[src/rtl/alu_result_buffer_pkg.sv]
// Shared ALU definitions: NZCV flag bit positions and condition-code encodings.
package alu_result_buffer_pkg;

   localparam int unsigned flag_n = 3;
   localparam int unsigned flag_z = 2;
   localparam int unsigned flag_c = 1;
   localparam int unsigned flag_v = 0;

   typedef enum logic [3:0] {
      cc_eq = 4'd0,
      cc_ne = 4'd1,
      cc_cs = 4'd2,
      cc_cc = 4'd3,
      cc_mi = 4'd4,
      cc_pl = 4'd5,
      cc_vs = 4'd6,
      cc_vc = 4'd7,
      cc_hi = 4'd8,
      cc_ls = 4'd9,
      cc_ge = 4'd10,
      cc_lt = 4'd11,
      cc_gt = 4'd12,
      cc_le = 4'd13,
      cc_al = 4'd14,
      cc_nv = 4'd15
   } cond_e;

endpackage

[src/rtl/cond_eval.sv]
// Condition-code evaluator: tests a 4-bit condition against the NZCV status register.
module cond_eval
   import alu_result_buffer_pkg::*;
(
   input  logic [3:0] status,
   input  logic [3:0] cond,
   output logic       cond_true
);

   logic n_s, z_s, c_s, v_s;
   logic cond_true_s;

   assign n_s = status[flag_n];
   assign z_s = status[flag_z];
   assign c_s = status[flag_c];
   assign v_s = status[flag_v];

   // Decode the condition against the current flags.
   always_comb begin
      cond_true_s = 1'b0;
      case (cond_e'(cond))
         cc_eq:   cond_true_s = z_s;
         cc_ne:   cond_true_s = !z_s;
         cc_cs:   cond_true_s = c_s;
         cc_cc:   cond_true_s = !c_s;
         cc_mi:   cond_true_s = n_s;
         cc_pl:   cond_true_s = !n_s;
         cc_vs:   cond_true_s = v_s;
         cc_vc:   cond_true_s = !v_s;
         cc_hi:   cond_true_s = c_s && !z_s;
         cc_ls:   cond_true_s = !c_s || z_s;
         cc_ge:   cond_true_s = (n_s == v_s);
         cc_lt:   cond_true_s = (n_s != v_s);
         cc_gt:   cond_true_s = !z_s && (n_s == v_s);
         cc_le:   cond_true_s = z_s || (n_s != v_s);
         cc_al:   cond_true_s = 1'b1;
         cc_nv:   cond_true_s = 1'b0;
         default: cond_true_s = 1'b0;
      endcase
   end

   assign cond_true = cond_true_s;

endmodule

[src/rtl/alu_result_buffer.sv]
// Two-entry in-order buffer for ALU results/flags with an NZCV status register
// and condition evaluation against that register.
module alu_result_buffer
   import alu_result_buffer_pkg::*;
#(
   parameter int WIDTH = 32,
   parameter int DEPTH = 2
)(
   input  logic             clk,
   input  logic             rst_n,
   input  logic             in_valid,
   output logic             in_ready,
   input  logic [WIDTH-1:0] in_result,
   input  logic             in_zero,
   input  logic             in_overflow,
   input  logic             in_carryOut,
   input  logic             in_negative,
   input  logic             in_setflags,
   output logic             out_valid,
   input  logic             out_ready,
   output logic [WIDTH-1:0] out_result,
   output logic [3:0]       out_flags,
   output logic [3:0]       status,
   input  logic [3:0]       cond,
   output logic             cond_true,
   output logic [1:0]       count
);

   localparam logic [1:0] depth_c = 2'(DEPTH);

   logic [WIDTH-1:0] mem_result_r [DEPTH];
   logic [3:0]       mem_flags_r  [DEPTH];
   logic             wr_ptr_r, rd_ptr_r, rd_ptr_next_s;
   logic [1:0]       count_r, count_next_s;
   logic [3:0]       status_r, in_flags_s, head_flags_s, out_flags_r;
   logic [WIDTH-1:0] head_result_s, out_result_r;
   logic             push_s, pop_s;

   assign in_ready  = (count_r < depth_c);
   assign out_valid = (count_r != 2'd0);
   assign push_s    = in_valid && in_ready;
   assign pop_s     = out_valid && out_ready;

   // Pack incoming flags into NZCV order.
   always_comb begin
      in_flags_s         = 4'b0000;
      in_flags_s[flag_n] = in_negative;
      in_flags_s[flag_z] = in_zero;
      in_flags_s[flag_c] = in_carryOut;
      in_flags_s[flag_v] = in_overflow;
   end

   // Next head: the entry being written bypasses storage when it lands in the head slot.
   always_comb begin
      if (pop_s) begin
         rd_ptr_next_s = rd_ptr_r + 1'b1;
      end else begin
         rd_ptr_next_s = rd_ptr_r;
      end
      if (push_s && (wr_ptr_r == rd_ptr_next_s)) begin
         head_result_s = in_result;
         head_flags_s  = in_flags_s;
      end else begin
         head_result_s = mem_result_r[rd_ptr_next_s];
         head_flags_s  = mem_flags_r[rd_ptr_next_s];
      end
   end

   // Occupancy update.
   always_comb begin
      case ({push_s, pop_s})
         2'b10:   count_next_s = count_r + 2'd1;
         2'b01:   count_next_s = count_r - 2'd1;
         default: count_next_s = count_r;
      endcase
   end

   // Storage, pointers, status and registered head outputs.
   always_ff @(posedge clk or negedge rst_n) begin
      if (!rst_n) begin
         for (int i = 0; i < DEPTH; i++) begin
            mem_result_r[i] <= '0;
            mem_flags_r[i]  <= 4'b0000;
         end
         wr_ptr_r     <= 1'b0;
         rd_ptr_r     <= 1'b0;
         count_r      <= 2'd0;
         status_r     <= 4'b0000;
         out_result_r <= '0;
         out_flags_r  <= 4'b0000;
      end else begin
         if (push_s) begin
            mem_result_r[wr_ptr_r] <= in_result;
            mem_flags_r[wr_ptr_r]  <= in_flags_s;
            wr_ptr_r               <= wr_ptr_r + 1'b1;
            if (in_setflags) begin
               status_r <= in_flags_s;
            end
         end
         rd_ptr_r     <= rd_ptr_next_s;
         count_r      <= count_next_s;
         out_result_r <= head_result_s;
         out_flags_r  <= head_flags_s;
      end
   end

   cond_eval u_cond_eval (
      .status    (status_r),
      .cond      (cond),
      .cond_true (cond_true)
   );

   assign out_result = out_result_r;
   assign out_flags  = out_flags_r;
   assign status     = status_r;
   assign count      = count_r;

endmodule
[config.mk]
export PLATFORM = sky130hd
export DESIGN_NAME = alu_result_buffer
export DESIGN_NICKNAME = d
export VERILOG_FILES = /design/src/rtl/alu_result_buffer_pkg.sv /design/src/rtl/cond_eval.sv /design/src/rtl/alu_result_buffer.sv
export SDC_FILE = /design/constraint.sdc
export NUM_CORES = 1
export LEC_CHECK = 0
export ABC_AREA = 0
export CORE_ASPECT_RATIO = 1.1
export CORE_MARGIN = 2
export CORE_UTILIZATION = 45
export CTS_CLUSTER_DIAMETER = 40
export DETAILED_ROUTE_END_ITERATION = 6
export PLACE_DENSITY = 0.7
export SYNTH_ARGS = -nofsm -noshare
export SYNTH_HDL_FRONTEND = slang
export SYNTH_SLANG_ARGS = --single-unit
[constraint.sdc]
create_clock -name clk -period 4.2 [get_ports clk]
set_input_delay 0.42 -clock clk [delete_from_list [all_inputs] [get_ports clk]]
set_output_delay 0.42 -clock clk [all_outputs]
set_load 0.02 [all_outputs]
==> summary.txt <==
Run status
  – Status: completed

Min path
  – Hold Path Class: input pin to asynchronous set/reset pin

Worst setup path
  – Crit. End Element: output port
  – Worst r2r dst: out_result[24]$_DFF_PN0_
  – CP most frequent cell: clkdlybuf4s50_1
  – Worst Setup Path Type: input pin to output port
  – Worst reg2reg path depth: 5
  – Critical path launch point: cond[1]
  – Slowest cell on the critical path: clkdlybuf4s50_1
  – Arrival @ worst endpoint: between 2 and 2.5 ns
  – CP max stage delay: around 0.60 ns
  – CP max FO: 6
  – Critical path required time: around 3.8 ns
  – CP Capture Point: cond_true
  – R2R Setup Slk: 1.78 ns
  – Crit path launch type: input pin
  – Origin of the critical flop-to-flop path: count[0]$_DFFE_PN0P_
  – Cell Chain, Critical Path: clkdlybuf4s50_1, nor4b_1, a21oi_1, a31oi_1, o211a_1, clkdlybuf4s50_1

Floorplan
  – Io pins: 90
  – Core area: around 11000 um^2
  – Initial core utilization: between 40% and 50%
  – Overall die area: 11800 um^2
  – Die height: between 100 and 150 um
  – Row cnt: 40
  – Die span in x: ~100 um

Finish
  – Layout Area Growth over Synthesis: 34.1%
  – Fillers: between 800 and 900
  – ANT cells: 0
  – Final instance area: between 6000 and 7000 um^2
  – Most frequent cells in the layout: 146 x mux2_2, 116 x dfrtp_1, 88 x clkdlybuf4s50_1, 17 x clkbuf_16, 7 x clkinv_2
  – Fin nets: about 460
  – Post-Route Utilization: 61.1%
  – Most common cell after layout, fill and taps aside: mux2_2
  – Share of cells above drive strength 1: around 44%

Routing
  – Detailed Routing Iterations Pass 1: 4
  – M1 wire length: between 4000 and 5000 um
  – # DRC: 0
  – Vias: a little under 3000
  – Via density per instance: 5.03
  – Max Used Layer: met4
  – Met2 routed WL: 4890 um
  – Final WL: roughly 9500 um
  – WL met3: 371 um
  – Initial DRC count: 88
  – DR WL/cell: 16.4 um
  – Routed Antenna Nets: 0

Global route
  – Total gr overflow: 0
  – Initial antenna violation count: 0
  – Vias in the first global route: around 3200
  – First-pass GRT wire length: approximately 16000 um
  – Pin count of the biggest net entering global routing: between 60 and 70
  – Global Route Usage Sum: 17.4%

Timing
  – Final setup viols: 0
  – Unrepaired setup endpoints after global routing: no
  – Clk_skew: 0.00679 ns
  – Slew @ Worst Pin: 0.970 ns
  – Max-slew headroom: 35.1%
  – Final Hold Fails: 0
  – Count of pins over their slew limit: 0
  – Crit share post-route: approximately two thirds
  – Final TNS setup: 0 ns
  – Final Critical Period: 2.76 ns
  – Max Fclk: approximately 0.36 GHz

CTS
  – TritonCTS clock tree: built
  – Htree depth: 4
  – # hold bufs at CTS: 0
  – Post_cts resized: 0
  – Clock latency at the later pin of the worst-skew pair: around 0.4 ns
  – Clock tree sinks: 116
  – Clock root buffer: clkbuf_16
  – Clock transition at path regs: 0.05 ns
  – Inserted Clock Buffers: 17
  – Setup bufs post-CTS: 0
  – CTS Buffer Depth: 2

Synth
  – Yosys top cell area share: about three fifths
  – Synth Register Bits: 116
  – Netlist cell types: 27
  – Synth Cell Area: a little under 5000 um^2
  – Dominant cell type by area after synthesis: dfrtp_1
  – Post-synthesis sequential area ratio: between 50% and 60%
  – FFs w/ async S/R, synth: 100%
  – EDFF count, synth: 0
  – Gate Count Post-Synth: 319
  – YS warnings: 0
  – Syn Nets: approximately 370
  – Synth area leaders: dfrtp_1 59%, mux2_2 33%, xnor2_1 1.1%, buf_2 0.91%, nand2_1 0.53%
  – Top_reg_cell synth: dfrtp_1
  – Synthesized area per cell: around 15 um^2

Place
  – PortBufs: 89
  – Dpl cell area: ~6000 um^2
  – Gp weighted congestion: ~0.73
  – Final HPWL from detailed placement: between 5000 and 6000 um

Job
  – Max-Cap Viols: 0

Power
  – Worst vdd ir: between 0.3 and 0.4 mV
  – Cell area power density: 905 nW/um^2
  – Leakage: between 2 and 3 nW
-- state kept, by name, indices dropped and copies added (netlist names) --
signal        cells
count             2
mem_flags_r       8
mem_result_r     64
out_flags         4
out_result       32
rd_ptr_r          1
status            4
wr_ptr_r          1
-- critical path: cells and delay by family --
| kind | cells | cell delay, ns |
|---|---|---|
| AND/OR/NAND/NOR | 1 | 0.37 |
| AO/OA/AOI/OAI | 3 | 0.42 |
| buffers and inverters | 2 | 1.13 |
-- layer usage --
metal | global-route usage (%) | up-vias
li1 | - | 1334
met1 | 20.7 | 1492
met2 | 29.5 | 67
met3 | 5.14 | 12
met4 | 7.66 | 0
met5 | 0 | -
-- how the worst min path moves through the flow --
stage,endpoint,from,slack (ns)
after CTS,out_result[6]$_DFF_PN0_,rst_n,0.11
after global routing,out_result[6]$_DFF_PN0_,rst_n,0.16
after detailed placement,mem_result_r[44]$_DFFE_PN0P_,mem_result_r[44]$_DFFE_PN0P_,0.47
after floorplan,count[0]$_DFFE_PN0P_,rst_n,0.12
after global placement,mem_result_r[44]$_DFFE_PN0P_,mem_result_r[44]$_DFFE_PN0P_,0.46
final,out_result[6]$_DFF_PN0_,rst_n,0.09
-- power by group --
| part | leakage (nW) | internal [mW] | switching [mW] |
|---|---|---|---|
| Combinational | 1.11 | 1.47 | 1.00 |
| Clock | 0.316 | 1.03 | 0.479 |
| Sequential | 1.38 | 1.71 | 0.282 |
| Total | 2.80 | 4.22 | 1.77 |
-- logic make-up after synthesis --
family          Yosys count  synth area share, %
mux                     150                 34.2
flops                   116                 58.9
buf+inv                  19                 1.91
simple gates             16                 1.63
xor+xnor                 10                 1.93
compound gates            7                 1.09
fa+ha+maj                 1                0.254
-- stage by stage --
step	hold WS [ns]	cells	power, mW	setup slack [ns]
final	0.0868	578	5.98	1.44
after global routing	0.157	578	6.32	1.33
after CTS	0.112	578	6.05	1.44
after detailed placement	0.472	546	4.51	1.39
after global placement	0.463	546	4.44	1.45
after floorplan	0.124	319	3.68	2.17
-- synth_stat cells, drive strengths merged (2+ instances only) --
cell / number
buf: 12
inv: 5
nor2b: 2
clkbuf: 2
mux2: 148
xnor2: 6
xor2: 4
mux2i: 2
nand2: 7
dfrtp: 116
nor2: 3
-- cell type report --
class	count	area (um^2)	area share, %
inverters	5	18.8	0.284
repair buffers	94	926	14.0
well taps	147	184	2.78
clock buffers	21	470	7.12
multi-input cells	184	1950	29.5
flip-flops and latches	116	2900	43.9
clock inverters	11	155	2.35
Power figures use the tool's default switching activity.
==> patch 1, RTL diff (same flow settings) <==
Make the reset (`rst_n`) synchronous in one clocked block.
--- a/src/rtl/alu_result_buffer.sv
+++ b/src/rtl/alu_result_buffer.sv
@@ -76,7 +76,7 @@
    end
 
    // Storage, pointers, status and registered head outputs.
-   always_ff @(posedge clk or negedge rst_n) begin
+   always_ff @(posedge clk) begin
       if (!rst_n) begin
          for (int i = 0; i < DEPTH; i++) begin
             mem_result_r[i] <= '0;
Behaviour: differs if rst_n is asserted again (counterexample within 4 cycles, from zero or initial values and one cycle with rst_n low); with rst_n held inactive, the same outputs for 4 cycles.
==> patch 1 against the unedited design <==
- cell area decreased by 5.9%
- register-to-register slack worse by 240 ps
- critical path type unchanged
- sequential power fell by 19%
- largest cell class unchanged
- clock skew increased by 2.3 ps
- sequential cell count unchanged
- first-iteration DRC count rose by 110%
- area after synthesis fell by 5.6%
- total power shrank 26%
- via count up 5.2%
- setup slack worse by 54 ps
- wire length shrank 0.17%
==> patch 1: results (changes against the unedited design) <==
| Metric | Value |
|---|---|
| Status | finished clean |
| Post-Synth XOR/XNOR Area | 2.48% (+0.54 points) |
| FF-to-FF setup slack | 1540 ps (-240 ps) |
| Final #Nets | 488 (+5.2%) |
| Int Power | 3.04 mW (-28%) |
| Synth top cells by count | and2_1, edfxtp_1, dfxtp_1 |
| Sequential power | 1.63 mW (-19%) |
| Final wirelength | 9.44 mm (-0.17%) |
| Worst-skew pair later-pin latency | 500 ps (+90 ps) |
| Diode count | 0 (unchanged) |
| CP peak stage delay | 620 ps (+20 ps) |
| Area of placed instances | 5670 um^2 (-5.3%) |
| GR Util All Layers | 17.8% (+0.44 points) |
| Layout cells sized above 1 | 9.89% (-34 points) |
| Clock skew | 9.05 ps (+2.26 ps) |
| Top FF cell, synth | edfxtp_1 |
| First-pass GRT wire length | 15.2 mm (-3.7%) |
| Arr. time, crit path | 2390 ps (+50 ps) |
| Hold Crit Class | register to register |
| EDFF count, synth | 72 (+72) |
| Drt pass-1 iters | 5 (+1) |
| CP Max Fanout | 3 (-3) |
| Root buffer cell | clkbuf_8 |
| Via count | 3,055 (+5.2%) |
| Ranking of synthesized cells by area | edfxtp_1, dfxtp_1, and2_1, mux2i_1, o2bb2ai_1 |
| Pre-CTS setup slack | 1030 ps (-366 ps) |
| Filler cells | 805 (-6.2%) |
| Cells after Synth | 346 (+8.5%) |
| Crit Reg-Reg Endpoint | mem_result_r[1][20]$_SDFFCE_PN0P_ |
| Starting DRT DRC Count | 182 (+110%) |
| Synth Area in Adders | 0.269% (+0.015 points) |
| Worst-margin pin slew | 1280 ps (+311 ps) |
| Clock network power share | 29.7% (+4.5 points) |
| Post-synthesis async set-or-reset flop share | 0% (-100 points) |
| Multiplexer area fraction after synthesis | 6.51% (-28 points) |
| Clock Power | 1.32 mW (-13%) |
| Largest net degree at the start of global routing | 38 (-40%) |
| P_leak | 2.41 nW (-14%) |
| Synth Net Count | 392 (+7.4%) |
| Reg-to-Reg Start | count[1]$_SDFFE_PN0P_ |
| Synth cell types | 30 (+11%) |
| P&R area growth vs syn | 33.7% |
| Synth Area in Compound Gates | 9.55% (+8.5 points) |
| # resized after CTS | 0 (unchanged) |
| DP HPWL | 5.83 mm (-1.3%) |
| GPL Wtd Cong | 0.722 (-1.2%) |
| Hold_ws | 509 ps (+422 ps) |
| Via density | 5.31 (+5.7%) |
| R2R depth | 4 (-1) |
-- patch 1: cell count changes in the layout (fill, tap and decap cells not counted), sizes merged, moves of 4 or more --
cell	before	now
a21boi	0	5
a31oi	1	8
and2	0	75
dfrtp	116	0
dfxtp	0	44
edfxtp	0	72
mux2	148	0
mux2i	2	28
nand2	7	23
nand3	0	4
o21ai	1	5
o2bb2ai	0	28
o31ai	0	8
-- patch 1: per-layer routing --
layer / wire (um) / global-route usage, %
met1: 4010 / 22.2
met2: 4750 / 29.2
met3: 564 / 4.75
met4: 110 / 7.03
met5: 0 / 0
-- patch 1: worst max-delay path, delay by kind of cell --
kind / cells / cell delay, ps
xor gates and xnor gates: 1 / 150
buffers and inverters: 3 / 1220
AOI/OAI and AO/OA: 1 / 80
muxes: 1 / 510
-- patch 1: cell type report --
class	count	area share [%]
clock buffers	23	7.68
inverters	4	0.241
multi-input cells	207	24.3
repair buffers	96	15.2
well taps	120	2.41
flip-flops and latches	116	48.9
clock inverters	9	1.23
==> patch 2, RTL diff (same settings) <==
Without the edit above. `DEPTH`: 2 -> 1.
--- a/src/rtl/alu_result_buffer.sv
+++ b/src/rtl/alu_result_buffer.sv
@@ -4,7 +4,7 @@
    import alu_result_buffer_pkg::*;
 #(
    parameter int WIDTH = 32,
-   parameter int DEPTH = 2
+   parameter int DEPTH = 1
 )(
    input  logic             clk,
    input  logic             rst_n,
Formal check against the unedited RTL: not equivalent (a bounded check fails within 4 cycles, from zero or initial values and one cycle with rst_n low).
==> patch 2 against the unedited design <==
- total power decreased by 41%
- largest cell class unchanged
- setup slack got worse by 27 ps
- via count decreased by 35%
- cell area decreased by 33%
- sequential cell count decreased by 36
- wire length decreased by 39%
- utilization increased by 1.4 points
- area after synthesis decreased by 32%
==> patch 2: results (changes against the unedited design) <==
| Metric | Value |
|---|---|
| DP HPWL | 3.73 mm (-37%) |
| Switch share | 31.4% (+1.9 points) |
| GRT met3 Usage | 4.39% (-0.75 points) |
| Diode count | 0 (unchanged) |
| P_leak | 1.97 nW (-30%) |
| Via count | 1,887 (-35%) |
| CP peak stage delay | 590 ps |
| Met1 usage | 19.6% (-1.0 points) |
| Port bufs | 89 (unchanged) |
| Worst-skew pair later-pin latency | 340 ps (-70 ps) |
| Clock skew | 10.2 ps (+3.39 ps) |
| Syn_area_per_cell | 16.5 um^2 (+6.6%) |
| CTS max path bufs | 2 (unchanged) |
| First-pass GRT wire length | 9.39 mm (-41%) |
| Filler cells | 567 (-34%) |
| Num CTS Buffers | 9 (-8) |
| Clock transition at path regs | 80 ps (+30 ps) |
| Drt pass-1 iters | 4 (unchanged) |
| Final #Nets | 342 (-26%) |
| H-tree depth | 3 (-1) |
| Root buffer cell | clkbuf_8 |
| Synth cell types | 30 (+11%) |
| Post-route insts no fill | 385 (-33%) |
| Post-CTS Setup Bufs | 0 (unchanged) |
| GR Util All Layers | 15.2% (-2.2 points) |
| Synth top cells by count | dfrtp_1, mux2_2, mux2_4 |
| Largest net degree at the start of global routing | 81 (+29%) |
| R2R depth | 6 (+1) |
| Status | finished clean |
| Starting DRT DRC Count | 66 (-25%) |
| Register area share after synthesis | 60.2% (+1.3 points) |
| Area of placed instances | 4230 um^2 (-29%) |
| # resized after CTS | 0 (unchanged) |
| Arr. time, crit path | 2360 ps (+20 ps) |
| Slowest stage cell, crit path | clkdlybuf4s50_1 |
| GPL Wtd Cong | 0.802 (+9.7%) |
| Ranking of synthesized cells by area | dfrtp_1, mux2_2, mux2_4, buf_12, xor2_1 |
| Yosys warns | 0 (unchanged) |
| Initial antenna violation count | 0 (unchanged) |
| Met2 usage | 23.1% (-6.4 points) |
| Pre-CTS setup slack | 1460 ps (+68.3 ps) |
| Worst IR drop on VDD | 0.308 mV (-19%) |
| DR WL/cell | 14.9 um (-9.0%) |
| Layout cells sized above 1 | 32.0% (-12 points) |
| Worst-margin pin slew | 1070 ps (+101 ps) |
| Post-Place Cells | 369 (-32%) |
| Synth Net Count | 249 (-32%) |
| Post-synthesis async set-or-reset flop share | 100% (unchanged) |
[patch 2: changes by cell type after synthesis, moves of 2 or more]
| cell | before | now |
|---|---|---|
| buf_12 | 0 | 3 |
| buf_2 | 9 | 1 |
| buf_6 | 0 | 2 |
| clkbuf_1 | 2 | 0 |
| dfrtp_1 | 116 | 80 |
| mux2_1 | 2 | 0 |
| mux2_2 | 146 | 47 |
| mux2_4 | 0 | 29 |
| xnor2_1 | 6 | 3 |
[patch 2: power by group through the flow]
stage                     combinational (mW)  clock, mW  sequential [mW]
after floorplan                        0.801          0             1.59
after global placement                  1.61          0             1.35
after detailed placement                1.63          0             1.36
after CTS                               1.64      0.578             1.35
after global routing                    1.72      0.606             1.39
final                                   1.61      0.556             1.34
[patch 2: area by class of cell]
type,instances,area [um^2],share of cell area (%)
sequential,80,2000,45.2
clock inverter,4,53.8,1.21
timing repair buffer,90,896,20.2
tap,85,106,2.40
multi-input combinational,110,1210,27.3
clock buffer,12,145,3.28
inverter,4,15.0,0.339
[patch 2: worst paths after layout]
| check | from | slack (ps) | end |
|---|---|---|---|
| max reg2reg | count[0]$_DFFE_PN0P_ | 1900 | mem_result_r[17]$_DFFE_PN0P_ |
| min reg2reg | rd_ptr_r$_DFF_PN0_ | 490 | rd_ptr_r$_DFF_PN0_ |
| max in group asynchronous | rst_n | 3320 | out_flags[0]$_DFF_PN0_ |
| max | cond[1] | 1420 | cond_true |
| min | rst_n | 230 | out_result[0]$_DFF_PN0_ |
| min in group clk | rd_ptr_r$_DFF_PN0_ | 490 | rd_ptr_r$_DFF_PN0_ |
[patch 2: worst reg2reg max path: stages, from the launching register on]
cell and delay (ps):
dfrtp_1 390, inv_1 60, ha_1 250, nand2_2 130, or2_2 600, buf_4 430, mux2_4 330
[patch 2: metal layers]
layer	vias up	wire (um)
li1	889	-
met1	945	2600
met2	45	2730
met3	8	301
met4	0	106
met5	-	0
[patch 2: cell families after synthesis]
| family | after synthesis | share of synthesized area, % |
|---|---|---|
| compound gates | 7 | 1.50 |
| xor+xnor | 7 | 1.84 |
| fa+ha+maj | 2 | 0.752 |
| buf+inv | 12 | 3.54 |
| flops | 80 | 60.2 |
| mux | 78 | 29.6 |
| simple gates | 16 | 2.56 |
